`src/rtl/imem_loader.sv`:
```
// imem_loader: boot-time program loader for the mini-MIPS core.
//
// Receives a byte stream over a valid/ready handshake, packs byte pairs into
// 16-bit instruction words (high byte first) and writes them to consecutive
// instruction-memory word addresses starting at 0. The CPU is held in reset
// (cpu_hold=1) until the whole image has been written.
//
// Stream: N[15:8], N[7:0], 2N payload bytes, then one checksum byte when the
// optional checksum check is built in.
//
// Optional feature macro: IMEM_LOADER_CHECKSUM_EN
//   defined   -> CHK state after FLUSH; 8-bit running sum of payload bytes is
//                compared against the trailing checksum byte.
//   undefined -> FLUSH goes straight to DONE; error only on a bad N.
//
// Ports:
//   clock        in   system clock, all state updates on posedge
//   reset        in   synchronous, active-high reset
//   in_valid     in   in_data holds a valid byte
//   in_data      in   stream byte
//   in_ready     out  loader can accept a byte this cycle
//   mem_we       out  instruction-memory write strobe, one cycle per word
//   mem_addr     out  word address of the write
//   mem_wdata    out  instruction word being written
//   cpu_hold     out  1 = CPU held, PC kept at 0
//   done         out  image fully loaded
//   error        out  bad header, or checksum mismatch when enabled
//   dbg_state_o  out  current FSM state (debug visibility)
//
// Handshake: a byte is transferred on a posedge where in_valid && in_ready.
// in_ready depends only on the FSM state (forced low while reset is held);
// the sender must keep in_data stable while in_valid=1 and in_ready=0.
module imem_loader #(
  parameter int ADDR_W = 10,
  parameter int DATA_W = 16
) (
  input  logic              clock,
  input  logic              reset,
  input  logic              in_valid,
  input  logic [7:0]        in_data,
  output logic              in_ready,
  output logic              mem_we,
  output logic [ADDR_W-1:0] mem_addr,
  output logic [DATA_W-1:0] mem_wdata,
  output logic              cpu_hold,
  output logic              done,
  output logic              error,
  output logic [3:0]        dbg_state_o
);

  localparam int CW = ADDR_W + 1;
  // Largest legal word count, widened so N=0xFFFF compares correctly.
  localparam logic [16:0] DEPTH = 17'(2 ** ADDR_W);

  typedef enum logic [3:0] {
    S_CNT_HI = 4'd0,
    S_CNT_LO = 4'd1,
    S_CHKN   = 4'd2,
    S_W_HI   = 4'd3,
    S_W_LO   = 4'd4,
    S_FLUSH  = 4'd5,
`ifdef IMEM_LOADER_CHECKSUM_EN
    S_CHK    = 4'd6,
`endif
    S_DONE   = 4'd7,
    S_ERROR  = 4'd8
  } state_t;

  state_t            state_q, state_d;
  logic [15:0]       n_q, n_d;
  logic [7:0]        hold_q, hold_d;
  logic [CW-1:0]     cnt_q, cnt_d;
  logic              we_q, we_d;
  logic [ADDR_W-1:0] addr_q, addr_d;
  logic [DATA_W-1:0] wdata_q, wdata_d;
`ifdef IMEM_LOADER_CHECKSUM_EN
  logic [7:0]        sum_q, sum_d;
`endif

  logic          accept;
  logic [CW-1:0] cnt_inc;
  logic [16:0]   cnt_inc_ext;

  assign accept      = in_valid && in_ready;
  assign cnt_inc     = cnt_q + {{(CW-1){1'b0}}, 1'b1};
  assign cnt_inc_ext = 17'(cnt_inc);

  // in_ready is a pure state decode; reset masks it so no byte looks
  // accepted while the loader is being cleared.
  always_comb begin
    in_ready = 1'b0;
    case (state_q)
      S_CNT_HI, S_CNT_LO, S_W_HI, S_W_LO: in_ready = 1'b1;
`ifdef IMEM_LOADER_CHECKSUM_EN
      S_CHK:                              in_ready = 1'b1;
`endif
      default:                            in_ready = 1'b0;
    endcase
    if (reset) in_ready = 1'b0;
  end

  always_comb begin
    state_d = state_q;
    n_d     = n_q;
    hold_d  = hold_q;
    cnt_d   = cnt_q;
    we_d    = 1'b0;
    addr_d  = addr_q;
    wdata_d = wdata_q;
`ifdef IMEM_LOADER_CHECKSUM_EN
    sum_d   = sum_q;
`endif
    case (state_q)
      S_CNT_HI: if (accept) begin
        n_d[15:8] = in_data;
        state_d   = S_CNT_LO;
      end
      S_CNT_LO: if (accept) begin
        n_d[7:0] = in_data;
        state_d  = S_CHKN;
      end
      S_CHKN: begin
        if (n_q == 16'd0 || {1'b0, n_q} > DEPTH) state_d = S_ERROR;
        else                                      state_d = S_W_HI;
      end
      S_W_HI: if (accept) begin
        hold_d  = in_data;
`ifdef IMEM_LOADER_CHECKSUM_EN
        sum_d   = sum_q + in_data;
`endif
        state_d = S_W_LO;
      end
      S_W_LO: if (accept) begin
        wdata_d = {hold_q, in_data};
        addr_d  = cnt_q[ADDR_W-1:0];
        we_d    = 1'b1;
        cnt_d   = cnt_inc;
`ifdef IMEM_LOADER_CHECKSUM_EN
        sum_d   = sum_q + in_data;
`endif
        state_d = (cnt_inc_ext == {1'b0, n_q}) ? S_FLUSH : S_W_HI;
      end
      // One idle cycle so the last write strobe never overlaps done.
      S_FLUSH: begin
`ifdef IMEM_LOADER_CHECKSUM_EN
        state_d = S_CHK;
`else
        state_d = S_DONE;
`endif
      end
`ifdef IMEM_LOADER_CHECKSUM_EN
      S_CHK: if (accept) begin
        state_d = (in_data == sum_q) ? S_DONE : S_ERROR;
      end
`endif
      S_DONE:  state_d = S_DONE;
      S_ERROR: state_d = S_ERROR;
      default: state_d = S_ERROR;
    endcase
  end

  always_ff @(posedge clock) begin
    if (reset) begin
      state_q <= S_CNT_HI;
      n_q     <= '0;
      hold_q  <= '0;
      cnt_q   <= '0;
      we_q    <= 1'b0;
      addr_q  <= '0;
      wdata_q <= '0;
`ifdef IMEM_LOADER_CHECKSUM_EN
      sum_q   <= '0;
`endif
    end else begin
      state_q <= state_d;
      n_q     <= n_d;
      hold_q  <= hold_d;
      cnt_q   <= cnt_d;
      we_q    <= we_d;
      addr_q  <= addr_d;
      wdata_q <= wdata_d;
`ifdef IMEM_LOADER_CHECKSUM_EN
      sum_q   <= sum_d;
`endif
    end
  end

  assign mem_we      = we_q;
  assign mem_addr    = addr_q;
  assign mem_wdata   = wdata_q;
  assign done        = (state_q == S_DONE);
  assign error       = (state_q == S_ERROR);
  assign cpu_hold    = (state_q != S_DONE);
  assign dbg_state_o = state_q;

endmodule

```
`config.mk`:
```
export PLATFORM = sky130hd
export DESIGN_NAME = imem_loader
export DESIGN_NICKNAME = d
export VERILOG_FILES = /design/src/rtl/imem_loader.sv
export SDC_FILE = /design/constraint.sdc
export NUM_CORES = 1
export LEC_CHECK = 0
export BUFFER_PORTS_ARGS = -buffer_cell sky130_fd_sc_hd__buf_4
export CAP_MARGIN = 20
export CORE_ASPECT_RATIO = 0.6
export CORE_MARGIN = 2
export CORE_UTILIZATION = 44
export CTS_CLUSTER_SIZE = 24
export DETAILED_ROUTE_END_ITERATION = 8
export PLACE_DENSITY_LB_ADDON = 0.25
export SLEW_MARGIN = 20
export SYNTH_ARGS = -nofsm -noshare
export SYNTH_HDL_FRONTEND = slang
export SYNTH_SLANG_ARGS = --single-unit
```
`constraint.sdc`:
```
create_clock -name clock -period 2.9 [get_ports clock]
set_input_delay 0.145 -clock clock [delete_from_list [all_inputs] [get_ports clock]]
set_output_delay 0.145 -clock clock [all_outputs]
set_load 0.03 [all_outputs]
```
### Word level (Yosys, flattened, before mapping)

Index checks and enable logic that the tools add are counted.

* add/sub/neg operators: 1
* multipliers: 0
* div/mod/pow operators: 0
* $lt $le $gt $ge: 1
* equal/unequal tests: 13
* shift-type cells: 0
* multiplexer cells: 10
* bitwise gates (word level): 1
* reduce and logical (&&, ||, !) cells: 12

Operator list (number)
* case mux 4 bit (6 select lines): 1
* 2-to-1 mux 4 bit: 5
* equality test 11 x 16 -> 1 bit: 1
* > comparator 16 x 11 -> 1 bit (second input constant): 1
* logical NOT 16 bit: 1
* equality test 4 x 3 -> 1 bit (second input constant): 3
* adder 11 x 1 -> 11 bit (second input constant): 1
* equality test 4 x 2 -> 1 bit (second input constant): 2
* != test 2 bit (second input constant): 4
* AND reduction 2 bit: 4
* equality test 4 x 1 -> 1 bit (second input constant): 1
* equality test 4 bit (second input constant): 1
* logical NOT 4 bit: 1
* != test 4 x 3 -> 1 bit (second input constant): 1
* AND reduction 4 bit: 1
* OR reduction 2 bit: 2
* OR reduction 4 bit: 1
* 2-to-1 mux 1 bit: 3
* 2-to-1 mux 3 bit: 1
* logical AND 1 bit: 1
* logical OR 1 bit: 1
* NOT 1 bit: 1

* register bits after elaboration: 66
* latch bits: 0
* RAM bits: 0
* memory bits (read-only): 0
* input port bits: 11
* output and inout bits: 35
* logic and storage cells: 46
* memories kept: 0

### Longest topological paths before layout

Gate-level depths: netlist of run 1.

* depth in word-level cells: 7
* gate-level depth with buffers: 8
* depth with buffers taken out: 6

### Least setup slack after synthesis of run 1

No wires, ideal clock.

* path type: reg2reg
* start point: reg n_q[12]
* end point: reg state_q[2] (netlist: dbg_state_o[2])
* setup time: 69 ps
* arrival: 2019 ps
* data required time: 2831 ps
* setup slack: 812 ps
* stages on the path, launching flop included: 6
* path buffers: 0
* clock period less this slack: 2088 ps
* cells stage by stage: dfxtp_1 or4_4 or4_1 a211o_1 or3_1 o21ai_1

* word-level cells in the longest chain between the ends: 4

RTL lines
* from (decl): line 70 `logic [15:0] n_q, n_d;`
* from (signal assigned): line 176 `n_q <= n_d;`
* equality test 11 x 16 -> 1 bit: line 141 `state_d = (cnt_inc_ext == {1'b0, n_q}) ? S_FLUSH : S_W_HI;`
* 2-to-1 mux 3 bit: line 141
* 2-to-1 mux 4 bit: line 133 `S_W_LO: if (accept) begin`
* case mux 4 bit (6 select lines): line 113 `case (state_q)`
* to (signal assigned): line 175 `state_q <= state_d;`
* to (decl): line 69 `state_t state_q, state_d;`

Every way passes these cells. The select of a mux whose other input is x is not followed.
A chain may end at the register's enable or synchronous reset.

### Worst setup path in the final report of run 1

Ends and elaborated chain as after synthesis.

==> summary.txt, run 1 <==
Power and ir drop
  – PD cells: 555 nW/um^2
  – Worst IR Drop VDD: ~0.00032 V
  – P_leak: 1.47 nW
  – Total power: slightly below 2 mW

Status
  – Status: finished clean

Placement
  – Dpl cells: 460
  – DPL Wire Length: ~4600 um
  – Final GP Congestion: 0.835
  – I/O Buffers: 45

Routing
  – Drc violations: 0
  – Vias/cell: 5.28
  – Iteration-0 DRC Markers: about 170
  – Drt wl/cell: 14.0 um
  – DRT Pass-1 Iters: 4
  – Total Routed Length: 6680 um
  – Via count: 2511
  – Antenna-violating nets left: 0

Critical path
  – Family with the most delay on the worst path: simple AND/OR/NAND/NOR gates
  – CP bufs+invs: 0
  – Slowest stage delay, CP: 0.54 ns
  – Worst path arrival time: 2.45 ns
  – Critical Path RT: 3.17 ns
  – Critical path endpoint category: flip-flop
  – Slowest CP cell: or4_4
  – WS Path Type: reg2reg
  – Critical path, cell by cell: or4_4, or4_1, a211o_1, or3_1, o21ai_1
  – CP max FO: 3
  – Crit start category: flip-flop

Die
  – Initial Utilization: a little under half
  – Die W: between 100 and 150 um
  – Die H: roughly 67 um
  – Die area: 7350 um^2
  – Core Area: 6280 um^2
  – I/O pin count: 46
  – Rows: 22

STA
  – Skew final: between 0.003 and 0.004 ns
  – RSZ-0062 raised after global routing: false
  – Crit share post-route: 75.2%
  – Final Setup Violations: 0
  – Final hold vios: 0
  – Min Tclk post-route: about 2.2 ns
  – Achievable frequency: 0.459 GHz
  – Final setup TNS: 0 ns
  – Tightest Pin Transition: 0.651 ns
  – Fin. max-slew vios: 0
  – Slew margin rel.: 56.6%

CTS
  – Hold_buf cts: 0
  – Longest Clk Path Bufs: 2
  – Postcts setup bufs: 0
  – TritonCTS Buffers: 9
  – Reg clk slew, reported paths: roughly 0.070 ns
  – CTS root buffer: clkbuf_8
  – CTS Sinks: 66
  – PostCTS Resize Cnt: 0
  – CTS tree: done
  – # H-tree levels: 3
  – Worst skew pair latency: 0.34 ns

Final layout
  – Fillers: 583
  – Layout cells sized above 1: 16.8%
  – P&R area growth vs syn: 20.6%
  – Final #Nets: 399
  – N_diodes: 0
  – Utilization after layout: 56.3%
  – Most frequent cells in the layout: nand2_1, dfxtp_1, buf_4, nor2_1, a21oi_1
  – Leading cell type in the layout, fill and taps excluded: nand2_1
  – Non-Filler Instances: 476

Synth
  – Avg Inst Size Synth: between 8 and 9 um^2
  – Synthesized net count: approximately 370
  – Flops & latches, synth: between 60 and 70
  – Top FF cell, synth: dfxtp_1
  – Synth cell types: 43
  – Seq/Total Area, Yosys: 45.1%
  – Post-Syn Instances: 353
  – Number of synthesized flops with an enable pin: 0
  – Synth Cell Area: 2930 um^2
  – Post-synth ARST share: 0%
  – Yosys Warn Count: 0

Global route
  – Vias in the first global route: 2230
  – Antenna violations before repair: 0
  – Largest net degree at the start of global routing: 67
  – GRT Overall Usage: 19.8%
  – First-pass GRT wire length: roughly 11000 um
  – Grt ovf: 0

Min path
  – Class of the worst hold path: in2reg

Run
  – Max-cap violation count: 0
-- worst paths after layout --
kind | startpoint | endpoint | slack [ns] | depth (start not counted)
worst max register to register | n_q[12] | dbg_state_o[2] | 0.72 | 5
worst max-delay path | n_q[12] | dbg_state_o[2] | 0.72 | 5
worst min-delay path | in_data[1] | n_q[9] | 0.07 | 3
worst min register to register | hold_q[4] | mem_wdata[12] | 0.45 | 2
-- area by class of cell --
class	count	area [um^2]	area share [%]
timing repair buffer	47	353	9.98
multi-input combinational	260	1510	42.6
sequential	66	1320	37.4
clock buffer	13	169	4.78
inverter	3	11.3	0.319
clock inverter	3	68.8	1.95
tap	84	105	2.97
-- state kept, by name, summed over array words and instances (netlist names) --
signal	cells
hold_q	8
mem_wdata	16
mem_addr	10
cnt_q	11
dbg_state_o	4
n_q	16
mem_we	1
-- routing by layer --
layer  vias to the layer above  routed length (um)  GRT usage (%)
met5                         -                   0              0
li1                       1274                   -              -
met1                      1184                3460           28.5
met4                         0                  67           6.01
met3                         9                 314           6.95
met2                        44                2840           27.7
-- logic make-up after synthesis --
| kind of cell | after synthesis | synth area share [%] |
|---|---|---|
| fa+ha+maj | 1 | 0.427 |
| mux | 24 | 8.20 |
| buf+inv | 27 | 3.50 |
| flops | 66 | 45.1 |
| xor+xnor | 22 | 6.58 |
| compound gates | 60 | 12.2 |
| simple gates | 153 | 24.0 |
-- through the flow --
step | setup slack (ns) | hold slack [ns] | cell area, um^2
3_3_place_gp | 0.748 | 0.415 | 3300
6_report | 0.720 | 0.0699 | 3530
5_1_grt | 0.560 | 0.0616 | 3530
3_5_place_dp | 0.725 | 0.421 | 3300
4_1_cts | 0.707 | 0.0566 | 3530
2_1_floorplan | 0.812 | 0.281 | 2930
-- worst register-to-register path, delay by kind of cell (launching register included) --
family,cells,cell delay [ns]
and+or+nand+nor,3,1.42
AOI/OAI and AO/OA,2,0.37
DFF,1,0.32
-- synthesized netlist by cell type, types with 2 or more instances --
cell	instances	area (um^2)
nor3_1	6	30.0
a31oi_1	2	12.5
a21oi_1	35	175
nand2_1	69	259
dfxtp_1	66	1320
mux2i_1	24	240
nor4_1	4	25.0
clkbuf_1	21	78.8
or3_1	5	31.3
xnor2_1	16	140
a211o_1	2	17.5
nand4_1	6	37.5
xor2_1	6	52.6
o21ai_0	7	35.0
nand2b_1	3	18.8
inv_1	3	11.3
a211oi_1	3	22.5
nand3_1	6	30.0
nor2b_1	5	31.3
o21a_1	2	15.0
nand3b_1	2	15.0
buf_1	2	7.51
nor2_1	38	143
-- where the power goes --
part,leakage [nW],internal [mW],switching (mW)
Combinational,0.815,0.0538,0.0710
Sequential,0.533,0.917,0.0170
Clock,0.120,0.558,0.346
No activity file was read; power rests on OpenSTA's default activity.
==> inputs of run 2 (changes only) <==
- clock period: 2.9 -> 2.09 ns (I/O delays scaled with it)
==> run 2 against run 1 <==
Compared with the run above: clock skew is 0.0024 ns higher; fmax is 4.9% higher; hold slack worse by 0.054 ns; first-iteration DRC count is 28% higher; design area is 4.0% higher; combinational power is 59% higher; sequential power is 38% higher; core utilization is 2.3 points higher; non-clock buffer count is 19 higher; routed wire length is 8.3% higher; setup slack worse by 0.71 ns; clock-buffer cell count is 4 lower; critical endpoint unchanged.
==> summary.txt, run 2 (same netlist as run 1, synthesis figures left out) <==
Critical path
  – Worst path arrival time: 2.37 ns (-0.08 ns)
  – Critical path endpoint category: flip-flop
  – Slowest stage delay, CP: 0.55 ns (about the same)
  – Crit start category: flip-flop
  – Slowest CP cell: or4_4
  – CP bufs+invs: 0 (unchanged)
  – WS Path Type: reg2reg
  – Critical Path RT: 2.38 ns (-0.79 ns)
  – Family with the most delay on the worst path: simple AND/OR/NAND/NOR gates
  – Critical path, cell by cell: or4_4, or4_4, a211o_1, or3_1, o21ai_1
  – Most common cell on crit path: or4_4
  – CP max FO: 2 (-1)

CTS
  – TritonCTS Buffers: 9 (unchanged)
  – Longest Clk Path Bufs: 2 (unchanged)
  – Postcts setup bufs: 0 (unchanged)
  – CTS tree: done
  – Worst skew pair latency: 0.35 ns (about the same)
  – CTS Sinks: 66 (unchanged)
  – CTS root buffer: clkbuf_8
  – Reg clk slew, reported paths: 0.07 ns (about the same)
  – # H-tree levels: 3 (unchanged)

Global route
  – GRT Overall Usage: 21.5% (+1.6 points)
  – Largest net degree at the start of global routing: 65 (-3.0%)
  – Vias in the first global route: 2431 (+9.0%)
  – First-pass GRT wire length: 11800 um (+6.8%)
  – Grt ovf: 0 (unchanged)
  – Antenna violations before repair: 0 (unchanged)

STA
  – Skew final: 0.00636 ns (+0.00244 ns)
  – Fin. max-slew vios: 0 (unchanged)
  – Crit share post-route: 99.5% (+24 points)
  – RSZ-0062 raised after global routing: true
  – Tightest Pin Transition: 0.668 ns (+0.0175 ns)
  – Min Tclk post-route: 2.08 ns (-0.101 ns)
  – Slew margin rel.: 55.4% (-1.2 points)
  – PnR worst setup slack: 0.0112 ns (-0.709 ns)
  – Final Setup Violations: 0 (unchanged)
  – WHS: 0.0163 ns (-0.0535 ns)
  – Achievable frequency: 0.481 GHz (+4.9%)
  – Final hold vios: 0 (unchanged)

Die
  – Initial Utilization: 46.7% (unchanged)
  – I/O pin count: 46 (unchanged)
  – Core Area: 6280 um^2 (unchanged)
  – Die W: 109 um (unchanged)
  – Rows: 22 (unchanged)
  – Die area: 7350 um^2 (unchanged)
  – Die H: 67.2 um (unchanged)

Run
  – Max-cap violation count: 0 (unchanged)

Final layout
  – Fillers: 600 (+2.9%)
  – P&R area growth vs syn: 25.4%
  – Leading cell type in the layout, fill and taps excluded: nand2_1
  – Multi-input logic area: 1520 um^2 (+1.1%)
  – Utilization after layout: 58.6% (+2.3 points)
  – N_diodes: 0 (unchanged)
  – Most frequent cells in the layout: nand2_1, buf_4, dfxtp_1, nor2_1, a21oi_1
  – Reg area: 1330 um^2 (+0.28%)
  – Layout cells sized above 1: 22.1% (+5.3 points)
  – Final #Nets: 418 (+4.8%)

Routing
  – Drt wl/cell: 14.6 um (+4.1%)
  – DRT Pass-1 Iters: 4 (unchanged)
  – Via count: 2652 (+5.6%)
  – Iteration-0 DRC Markers: 212 (+28%)
  – Antenna-violating nets left: 0 (unchanged)
  – Vias/cell: 5.36 (+1.6%)
  – Drc violations: 0 (unchanged)
  – Total Routed Length: 7230 um (+8.3%)

Min path
  – Class of the worst hold path: in2reg

Placement
  – Final GP Congestion: 0.872 (+4.5%)
  – I/O Buffers: 45 (unchanged)
  – DPL Wire Length: 5050 um (+9.0%)
  – Worst slack at placement: -0.111 ns (-0.836 ns)

Status
  – Status: finished clean

Power and ir drop
  – Worst IR Drop VDD: 0.000441 V (+40%)
  – PD cells: 725 nW/um^2 (+31%)
  – P_leak: 1.56 nW (+6.4%)
run 2: what timing repair did:
| action | in CTS | in global routing |
|---|---|---|
| hold buffers | 0 | 0 |
| pin swaps | 6 | 1 |
| resized for setup | 4 | 1 |
| setup endpoints to repair | 1 | 1 |
run 2: path summary, 6_finish.rpt:
path	start	end	slack, ns	cells after the start
worst min-delay path	in_data[1]	n_q[9]	0.02	3
worst max register to register	n_q[14]	dbg_state_o[2]	0.01	5
worst max-delay path	n_q[14]	dbg_state_o[2]	0.01	5
worst min register to register	mem_addr[8]	mem_addr[8]	0.46	2
run 2: area by class of cell:
| cell class | count | area share [%] |
|---|---|---|
| clock buffer | 9 | 3.37 |
| sequential | 66 | 36.0 |
| clock inverter | 7 | 2.52 |
| timing repair buffer | 66 | 13.5 |
| multi-input combinational | 260 | 41.4 |
| tap | 84 | 2.86 |
| inverter | 3 | 0.306 |
run 2: report_power, final:
part | total (mW) | switching (mW) | internal (mW)
Sequential | 1.29 | 0.0182 | 1.27
Combinational | 0.199 | 0.113 | 0.0863
Clock | 1.17 | 0.504 | 0.671
Total | 2.66 | 0.635 | 2.03
run 2: routing by layer:
metal | part of all wire, % | GRT usage, % | wire [um]
met5 | 0 | 0 | 0
met4 | 1.5 | 8.39 | 108
met1 | 49 | 28.9 | 3520
met3 | 7.3 | 6.37 | 529
met2 | 43 | 32.6 | 3080
run 2: stage by stage:
| step | TNS [ns] | power, mW | instances | instance area, um^2 |
|---|---|---|---|---|
| 2_1_floorplan | 0 | 1.44 | 353 | 2930 |
| 5_1_grt | -0.0629 | 2.76 | 495 | 3680 |
| 4_1_cts | -0.0155 | 2.69 | 495 | 3670 |
| 3_5_place_dp | -0.111 | 1.51 | 479 | 3440 |
| 3_3_place_gp | -0.0647 | 1.51 | 479 | 3440 |
| 6_report | 0 | 2.66 | 495 | 3680 |
run 2: worst register-to-register path, stage by stage, from the launching register on:
cell	delay [ns]
dfxtp_2	0.32
or4_4	0.55
or4_4	0.44
a211o_1	0.25
or3_1	0.34
o21ai_1	0.12
